### config.mk
export PLATFORM = sky130hd
export DESIGN_NAME = repetition_scrubber
export DESIGN_NICKNAME = d
export VERILOG_FILES = /design/src/rtl/repetition_scrubber.sv
export SDC_FILE = /design/constraint.sdc
export NUM_CORES = 1
export LEC_CHECK = 0
export BUFFER_PORTS_ARGS = -buffer_cell sky130_fd_sc_hd__buf_2
export CELL_PAD_IN_SITES_DETAIL_PLACEMENT = 1
export CELL_PAD_IN_SITES_GLOBAL_PLACEMENT = 2
export CORE_ASPECT_RATIO = 1.2
export CORE_MARGIN = 4
export CORE_UTILIZATION = 26
export DETAILED_ROUTE_END_ITERATION = 8
export GPL_TIMING_DRIVEN = 1
export PLACE_DENSITY = 0.83
export SLEW_MARGIN = 20
export SYNTH_ARGS = -nofsm -noshare
export SYNTH_HDL_FRONTEND = slang
export SYNTH_SLANG_ARGS = --single-unit
### constraint.sdc
create_clock -name clock -period 2.4 [get_ports clock]
set_clock_uncertainty 0.2 [all_clocks]
set_input_delay 0.48 -clock clock [delete_from_list [all_inputs] [get_ports clock]]
set_output_delay 0.48 -clock clock [all_outputs]
set_load 0.005 [all_outputs]
### src/rtl/repetition_scrubber.sv
// Background scrubber: sweeps a repetition-coded memory, majority-votes each word and
// writes back a re-encoded block on any copy mismatch. Optional macro: REPETITION_SCRUBBER_PERIODIC_EN.
module repetition_scrubber #(
  parameter int DATA_WIDTH     = 8,
  parameter int REPETITION     = 3,
  parameter int DEPTH          = 16,
  parameter int COUNT_WIDTH    = 16,
  parameter int SCRUB_INTERVAL = 1024,
  localparam int BLOCK_WIDTH   = REPETITION * DATA_WIDTH,
  localparam int ADDRESS_WIDTH = (DEPTH > 2) ? $clog2(DEPTH) : 1
) (
  input  logic                     clock,
  input  logic                     reset,
  input  logic                     start,
  output logic                     busy,
  output logic                     done,
  output logic                     mem_request,
  output logic                     mem_write,
  input  logic                     mem_grant,
  output logic [ADDRESS_WIDTH-1:0] mem_address,
  output logic [BLOCK_WIDTH-1:0]   mem_write_block,
  input  logic [BLOCK_WIDTH-1:0]   mem_read_block,
  output logic                     corrected_valid,
  output logic [ADDRESS_WIDTH-1:0] corrected_address,
  output logic [COUNT_WIDTH-1:0]   corrected_count
);

  typedef enum logic [1:0] {IDLE, READ, CAPTURE, WRITE} state_t;

  localparam logic [ADDRESS_WIDTH-1:0] LAST_ADDRESS = ADDRESS_WIDTH'(DEPTH - 1);

  state_t                   state_reg, state_next;
  logic                     busy_reg, busy_next;
  logic                     done_reg, done_next;
  logic                     mem_request_reg, mem_request_next;
  logic                     mem_write_reg, mem_write_next;
  logic [ADDRESS_WIDTH-1:0] mem_address_reg, mem_address_next;
  logic [BLOCK_WIDTH-1:0]   mem_write_block_reg, mem_write_block_next;
  logic                     corrected_valid_reg, corrected_valid_next;
  logic [ADDRESS_WIDTH-1:0] corrected_address_reg, corrected_address_next;
  logic [COUNT_WIDTH-1:0]   corrected_count_reg, corrected_count_next;
  logic                     advance;
  logic                     sweep_go;

  logic [DATA_WIDTH-1:0]    voted_data;
  logic [REPETITION-2:0]    copy_diff;
  logic                     read_error;

  // Per-bit majority across all copies of the captured block.
  for (genvar gi = 0; gi < DATA_WIDTH; gi++) begin : g_vote
    logic [REPETITION-1:0] bit_copies;
    for (genvar gk = 0; gk < REPETITION; gk++) begin : g_copy
      assign bit_copies[gk] = mem_read_block[gk*DATA_WIDTH + gi];
    end
    assign voted_data[gi] = ($countones(bit_copies) > (REPETITION / 2));
  end

  // A word needs repair when any redundant copy disagrees with the data copy.
  for (genvar gi = 1; gi < REPETITION; gi++) begin : g_diff
    assign copy_diff[gi-1] = (mem_read_block[gi*DATA_WIDTH +: DATA_WIDTH]
                              != mem_read_block[0 +: DATA_WIDTH]);
  end
  assign read_error = |copy_diff;

`ifdef REPETITION_SCRUBBER_PERIODIC_EN
  localparam int TIMER_WIDTH = $clog2(SCRUB_INTERVAL) + 1;
  logic [TIMER_WIDTH-1:0] idle_timer_reg;

  assign sweep_go = (state_reg == IDLE) &&
                    (start || (idle_timer_reg == TIMER_WIDTH'(SCRUB_INTERVAL - 1)));

  always_ff @(posedge clock) begin
    if (reset) begin
      idle_timer_reg <= '0;
    end else if ((state_reg != IDLE) || sweep_go) begin
      idle_timer_reg <= '0;
    end else begin
      idle_timer_reg <= idle_timer_reg + 1'b1;
    end
  end
`else
  assign sweep_go = start;
`endif

  always_ff @(posedge clock) begin
    if (reset) begin
      state_reg             <= IDLE;
      busy_reg              <= 1'b0;
      done_reg              <= 1'b0;
      mem_request_reg       <= 1'b0;
      mem_write_reg         <= 1'b0;
      mem_address_reg       <= '0;
      mem_write_block_reg   <= '0;
      corrected_valid_reg   <= 1'b0;
      corrected_address_reg <= '0;
      corrected_count_reg   <= '0;
    end else begin
      state_reg             <= state_next;
      busy_reg              <= busy_next;
      done_reg              <= done_next;
      mem_request_reg       <= mem_request_next;
      mem_write_reg         <= mem_write_next;
      mem_address_reg       <= mem_address_next;
      mem_write_block_reg   <= mem_write_block_next;
      corrected_valid_reg   <= corrected_valid_next;
      corrected_address_reg <= corrected_address_next;
      corrected_count_reg   <= corrected_count_next;
    end
  end

  always_comb begin
    state_next             = state_reg;
    busy_next              = busy_reg;
    done_next              = 1'b0;
    mem_request_next       = mem_request_reg;
    mem_write_next         = mem_write_reg;
    mem_address_next       = mem_address_reg;
    mem_write_block_next   = mem_write_block_reg;
    corrected_valid_next   = 1'b0;
    corrected_address_next = corrected_address_reg;
    corrected_count_next   = corrected_count_reg;
    advance                = 1'b0;

    case (state_reg)
      IDLE: begin
        if (sweep_go) begin
          state_next           = READ;
          busy_next            = 1'b1;
          mem_request_next     = 1'b1;
          mem_write_next       = 1'b0;
          mem_address_next     = '0;
          corrected_count_next = '0;
        end
      end
      READ: begin
        if (mem_grant) begin
          state_next       = CAPTURE;
          mem_request_next = 1'b0;
        end
      end
      CAPTURE: begin
        if (read_error) begin
          state_next           = WRITE;
          mem_write_block_next = {REPETITION{voted_data}};
          mem_request_next     = 1'b1;
          mem_write_next       = 1'b1;
        end else begin
          advance = 1'b1;
        end
      end
      WRITE: begin
        if (mem_grant) begin
          corrected_valid_next   = 1'b1;
          corrected_address_next = mem_address_reg;
          if (corrected_count_reg != '1) begin
            corrected_count_next = corrected_count_reg + 1'b1;
          end
          mem_request_next = 1'b0;
          mem_write_next   = 1'b0;
          advance          = 1'b1;
        end
      end
      default: state_next = IDLE;
    endcase

    // Move to the next word, or finish the sweep after the last one.
    if (advance) begin
      if (mem_address_reg == LAST_ADDRESS) begin
        state_next       = IDLE;
        busy_next        = 1'b0;
        done_next        = 1'b1;
        mem_request_next = 1'b0;
        mem_write_next   = 1'b0;
      end else begin
        state_next       = READ;
        mem_address_next = mem_address_reg + 1'b1;
        mem_request_next = 1'b1;
        mem_write_next   = 1'b0;
      end
    end
  end

  assign busy              = busy_reg;
  assign done              = done_reg;
  assign mem_request       = mem_request_reg;
  assign mem_write         = mem_write_reg;
  assign mem_address       = mem_address_reg;
  assign mem_write_block   = mem_write_block_reg;
  assign corrected_valid   = corrected_valid_reg;
  assign corrected_address = corrected_address_reg;
  assign corrected_count   = corrected_count_reg;

endmodule

== Word level (Yosys, flattened, before mapping) ==
Index checks and enable logic that the tools add are counted.

* Word-level logic and storage cells: 98
* Bits in latches: 0
* RAM bits: 0
* Bits in registers: 55
* Memories: 0
* Memory bits (read-only): 0

* Reductions and logical operators: 15
* Add/subtract/negate cells: 18
* Order comparisons: 8
* Equal/unequal tests: 15
* Mux-type cells: 30
* Divide/modulo/power cells: 0
* Shift operators: 0
* Bitwise gates (word level): 2
* Multipliers: 0

{| class="wikitable"
|+ Operators by type and width
! kind !! count
|-
| $mux 16 || 3
|-
| $pmux 16 s2 || 1
|-
| $add 2x1->3 || 8
|-
| $gt 3x1->1 const B || 8
|-
| $add 1x1->2 || 8
|-
| $add 16x1->16 const B || 1
|-
| $mux 4 || 4
|-
| $ne 16x16->1 const B || 1
|-
| $ne 8x8->1 || 2
|-
| $mux 1 || 14
|-
| $reduce_and 4->1 || 3
|-
| $reduce_or 2->1 || 5
|-
| $ne 3x3->1 const B || 3
|-
| $mux 2 || 4
|-
| $ne 2x2->1 const B || 4
|-
| $pmux 1 s3 || 2
|-
| $pmux 2 s3 || 1
|-
| $add 4x1->4 const B || 1
|-
| $eq 2x2->1 const B || 2
|-
| $eq 4x4->1 const B || 1
|-
| $reduce_and 2->1 || 2
|-
| $reduce_bool 4->1 || 1
|-
| $ne 3x1->1 const B || 1
|-
| $reduce_and 3->1 || 1
|-
| other kinds (6) || 7
|}

== Depth between registers and ports, before layout ==
* Word-level depth: 6
* Depth in mapped cells: 9
* Mapped depth without buffers: 7

== Worst setup path after synthesis ==
OpenSTA, ideal clock, no wires.

* Kind: input-to-reg
* From: input port mem_read_block[1]
* To: register mem_address_reg[0], in the netlist mem_address[0]
* Library setup time: 0.123 ns
* Slack: -0.261 ns
* Arrival: 2.338 ns
* Data required time: 2.077 ns
* Cell stages on the path: 6
* Cells stage by stage: ha_1 > or4_4 > nor4_4 > nand4_4 > a21oi_4 > mux2_1

* Word-level cells in the longest chain between the ends: 5
* Elaborated cells on any way between the ends: 6
* Classes of those cells: eq/ne (2); mux (3); reduce/logical (1)

{| class="wikitable"
|+ Ends and longest elaborated chain
! element !! RTL line !! RTL
|-
| start: declaration || 22 || <nowiki>input logic [BLOCK_WIDTH-1:0] mem_read_block,</nowiki>
|-
| $ne 8x8->1 || 61 || <nowiki>!= mem_read_block[0 +: DATA_WIDTH]);</nowiki>
|-
| $reduce_or 2->1 * || 63 || <nowiki>assign read_error = |copy_diff;</nowiki>
|-
| $mux 1 * || 142 || <nowiki>if (read_error) begin</nowiki>
|-
| $pmux 1 s2 * || 124 || <nowiki>case (state_reg)</nowiki>
|-
| $mux 4 * || 167 || <nowiki>if (advance) begin</nowiki>
|-
| end signal: assignment || 103 || <nowiki>mem_address_reg <= mem_address_next;</nowiki>
|-
| end: declaration || 37 || <nowiki>logic [ADDRESS_WIDTH-1:0] mem_address_reg, mem_address_next;</nowiki>
|}

Every way passes the cells marked *; elsewhere a longest branch is shown, timed or not.
A chain may end at the register's enable or synchronous reset.

== Worst setup path after layout ==
* From: input port mem_read_block[4]
* To: register mem_address_reg[0], in the netlist mem_address[0]

The elaborated chain is that of the path after synthesis.

==> impl_results.md <==
- Post-CTS setup buffers: 0
- PwrDens: a little over 700 nW/um2
- Failing checks: negative setup slack
- Critical path cell sequence: buf_8 > ha_4 > or4_4 > nor4_4 > nand4_4 > a21oi_4 > mux2_4
- Actual slew at the worst max-slew pin: about 0.47 ns
- H-tree levels: 2
- # DRC: 0
- Final WL: 7.01 mm
- Crit path time final: roughly 2.4 ns
- Slew headroom: 0.687
- Share of layout cells above drive strength 1: 0.431
- CTS Root Cell: clkbuf_8
- Mapped Nets: between 300 and 400
- RR Startpoint: state_reg[0]
- Global-route wire length before repair: ~12 mm
- Met2 WL post-DR: 3.38 mm
- Clk Latency, worst-skew pair: 0.30 ns
- Drt wl/cell: roughly 15 um
- Largest net degree at the start of global routing: 25
- Ys async rst share: 0
- Die H: roughly 110 um
- Critical path class: in -> reg
- Max Cap Viol: 0
- WHS Endpoint: corrected_address[1]
- Mapped Cells: 269
- Synthesis Warnings: 0
- Area grow syn2layout: 37.7%
- Final setup vio count: 2
- Peak Freq: approximately 0.42 GHz
- # IOs: ~80
- Antenna violations before repair: 0
- Total grt overflow: 0
- Critical-path maximum fanout: 3
- Crit share post-route: 1.00
- Crit path arrival time: about 2.4 ns
- Syn Std Cell Area: 2340 um2
- Worst Path Required: between 2 and 2.5 ns
- Buffer and inverter count on the worst path: 1
- Crit path max-delay family: simple AND/OR/NAND/NOR gates
- Initial Utilization: 0.270
- Vias in the first global route: roughly 2500
- Initial drt markers: 46
- Post-route ant nets: 0
- FF-to-FF End: corrected_count[13]
- Met3 WL: around 530 um
- Worst hold path class: reg -> reg
- Status: finished with violations
- Synth top area cells: dfxtp_1, ha_1, a21oi_1, buf_4, a211oi_2
- Tot Pwr: between 2000 and 2500 uW
- RePlAce Congestion: 0.780
- Number of synthesized flops with an enable pin: 0
- Final Max Tran Viols: 0
- CTS Buffer Depth: 2
- Number of port buffers: 80
- Post-layout util: 0.372
- DR vias/cell: approximately 5
- Antenna fix cells: 0
- Largest stage delay, worst path: around 0.54 ns
- CTS Hold Bufs: 0
- Post-place instance area: approximately 3000 um2
- Setup slack of the most critical reg-to-reg path: 0.13 ns
- Syn avg cell area: 8.69 um2
- FF+latch count, synth: 39
- DRT Pass-1 Iters: 4
- Ys flop type: dfxtp_1
- Routed length on met1: approximately 3 mm
- Worst reg-to-reg path cell count: 8
- Core Rows: 37
- Gr usage total: 0.134
- Seq/Total Area, Yosys: 0.334
- Unrepaired setup endpoints after global routing: yes
- Setup slack after layout: -0.00913 ns
- Hold depth: 2
- Static leakage: roughly 0.0014 uW
- Final Cell Area: around 3200 um2
- Fin Hold WS: about 0.26 ns
- Die area: between 10000 and 15000 um2
- Fill cells: 1038
- CP endpoint kind: flop
- Die width: around 95 um
- Synth cell types: just over 50
- Synth top cells by count: dfxtp_1, a21oi_1, nand2_1, nor2_1, buf_4
- Critical Path Source Type: input pin
- Peak supply drop: approximately 240 uV
- DR top layer: met4
- Max FFs per register: 16
- CTS Sinks: 39
- Most frequent cell after synthesis: dfxtp_1
- Core area: about 8700 um2
- Hold Startpoint: corrected_address[1]
- Fin. Hold Viols: 0
- # nets final: between 300 and 400
- Yosys top cell by area: dfxtp_1
- CTS tree: built
- TritonCTS buffer count: 5
- CP max stage cell: or4_4
- Setup WS pre-CTS: -0.370 ns
- Hpwl dp: between 5 and 6 mm
- DR vias: 2312
- Synth top area share: 0.334
- Clock-pin slew on the worst setup and hold paths: about 0.080 ns
-- cell type report --
type                    instances  area, um2  area share
clock buffers                   6       82.6      0.0257
inverters                      13       48.8      0.0152
repair buffers                106        651       0.202
flip-flops and latches         39        783       0.243
clock inverters                 2       35.0      0.0109
multi-input cells             191       1470       0.457
well taps                     117        146      0.0455
-- worst max-delay path by stage --
stage | startpoint | endpoint | slack (ns) | depth (start not counted)
3_5_place_dp | mem_read_block[7] | mem_address[0] | -0.37 | 7
6_report | mem_read_block[4] | mem_address[0] | -0.009 | 7
2_1_floorplan | mem_read_block[7] | mem_address[0] | -0.15 | 6
3_3_place_gp | mem_read_block[7] | mem_address[1] | -0.30 | 7
4_1_cts | mem_read_block[19] | mem_address[0] | -0.03 | 7
5_1_grt | mem_read_block[4] | mem_address[1] | -0.05 | 7
-- layer usage --
metal | up-vias | track usage
met3 | 4 | 0.0297
met5 | - | 0
met2 | 74 | 0.248
met1 | 1101 | 0.153
met4 | 0 | 0.0318
li1 | 1133 | -
-- power breakdown --
group	internal, uW	switching, uW	total, uW
registers	720	68.3	788
logic	438	507	946
clock network	337	242	579
-- worst register-to-register path, stage by stage, from the launching register on --
cell and delay [ns]:
dfxtp_2 0.36, inv_1 0.08, ha_1 0.22, nand2b_1 0.12, o21ai_1 0.10, a211o_1 0.31
buf_12 0.17, or4_1 0.53, a21oi_2 0.14
-- layout by cell type, fill, tap and decap left out, types with 7 or more instances in the layout --
| master | count |
|---|---|
| buf_2 | 75 |
| dfxtp_1 | 37 |
| a21oi_1 | 30 |
| buf_4 | 23 |
| nand2_1 | 21 |
| nor2_1 | 15 |
| inv_1 | 12 |
| o31ai_1 | 11 |
| xor2_1 | 8 |
| a211oi_2 | 8 |
| or4_1 | 8 |
| ha_1 | 8 |
| nand3_1 | 7 |
| ha_4 | 7 |
-- per-stage QoR --
stage,setup TNS (ns),std cells
after floorplan,-0.513,269
after global placement,-4.50,466
after detailed placement,-5.91,466
after CTS,-0.0625,474
after global routing,-0.208,474
final,-0.0179,474
-- kinds of logic (layout without fill, tap and decap cells) --
family                     after synthesis  after routing  share of synthesized area
AOI/OAI and AO/OA                       73             73                      0.221
xor gates and xnor gates                 8              8                     0.0300
adders and majority gates               15             15                     0.0803
buffers and inverters                   39            127                     0.0926
DFF                                     39             39                      0.334
muxes                                    5              5                     0.0230
and+or+nand+nor                         90             90                      0.219
-- repair_timing --
action	CTS	global route
endpoints found under the hold margin	0	0
pin swaps	8	6
endpoints found under the setup margin	14	21
resized for setup	6	19
(Power assumes the default switching activity.)
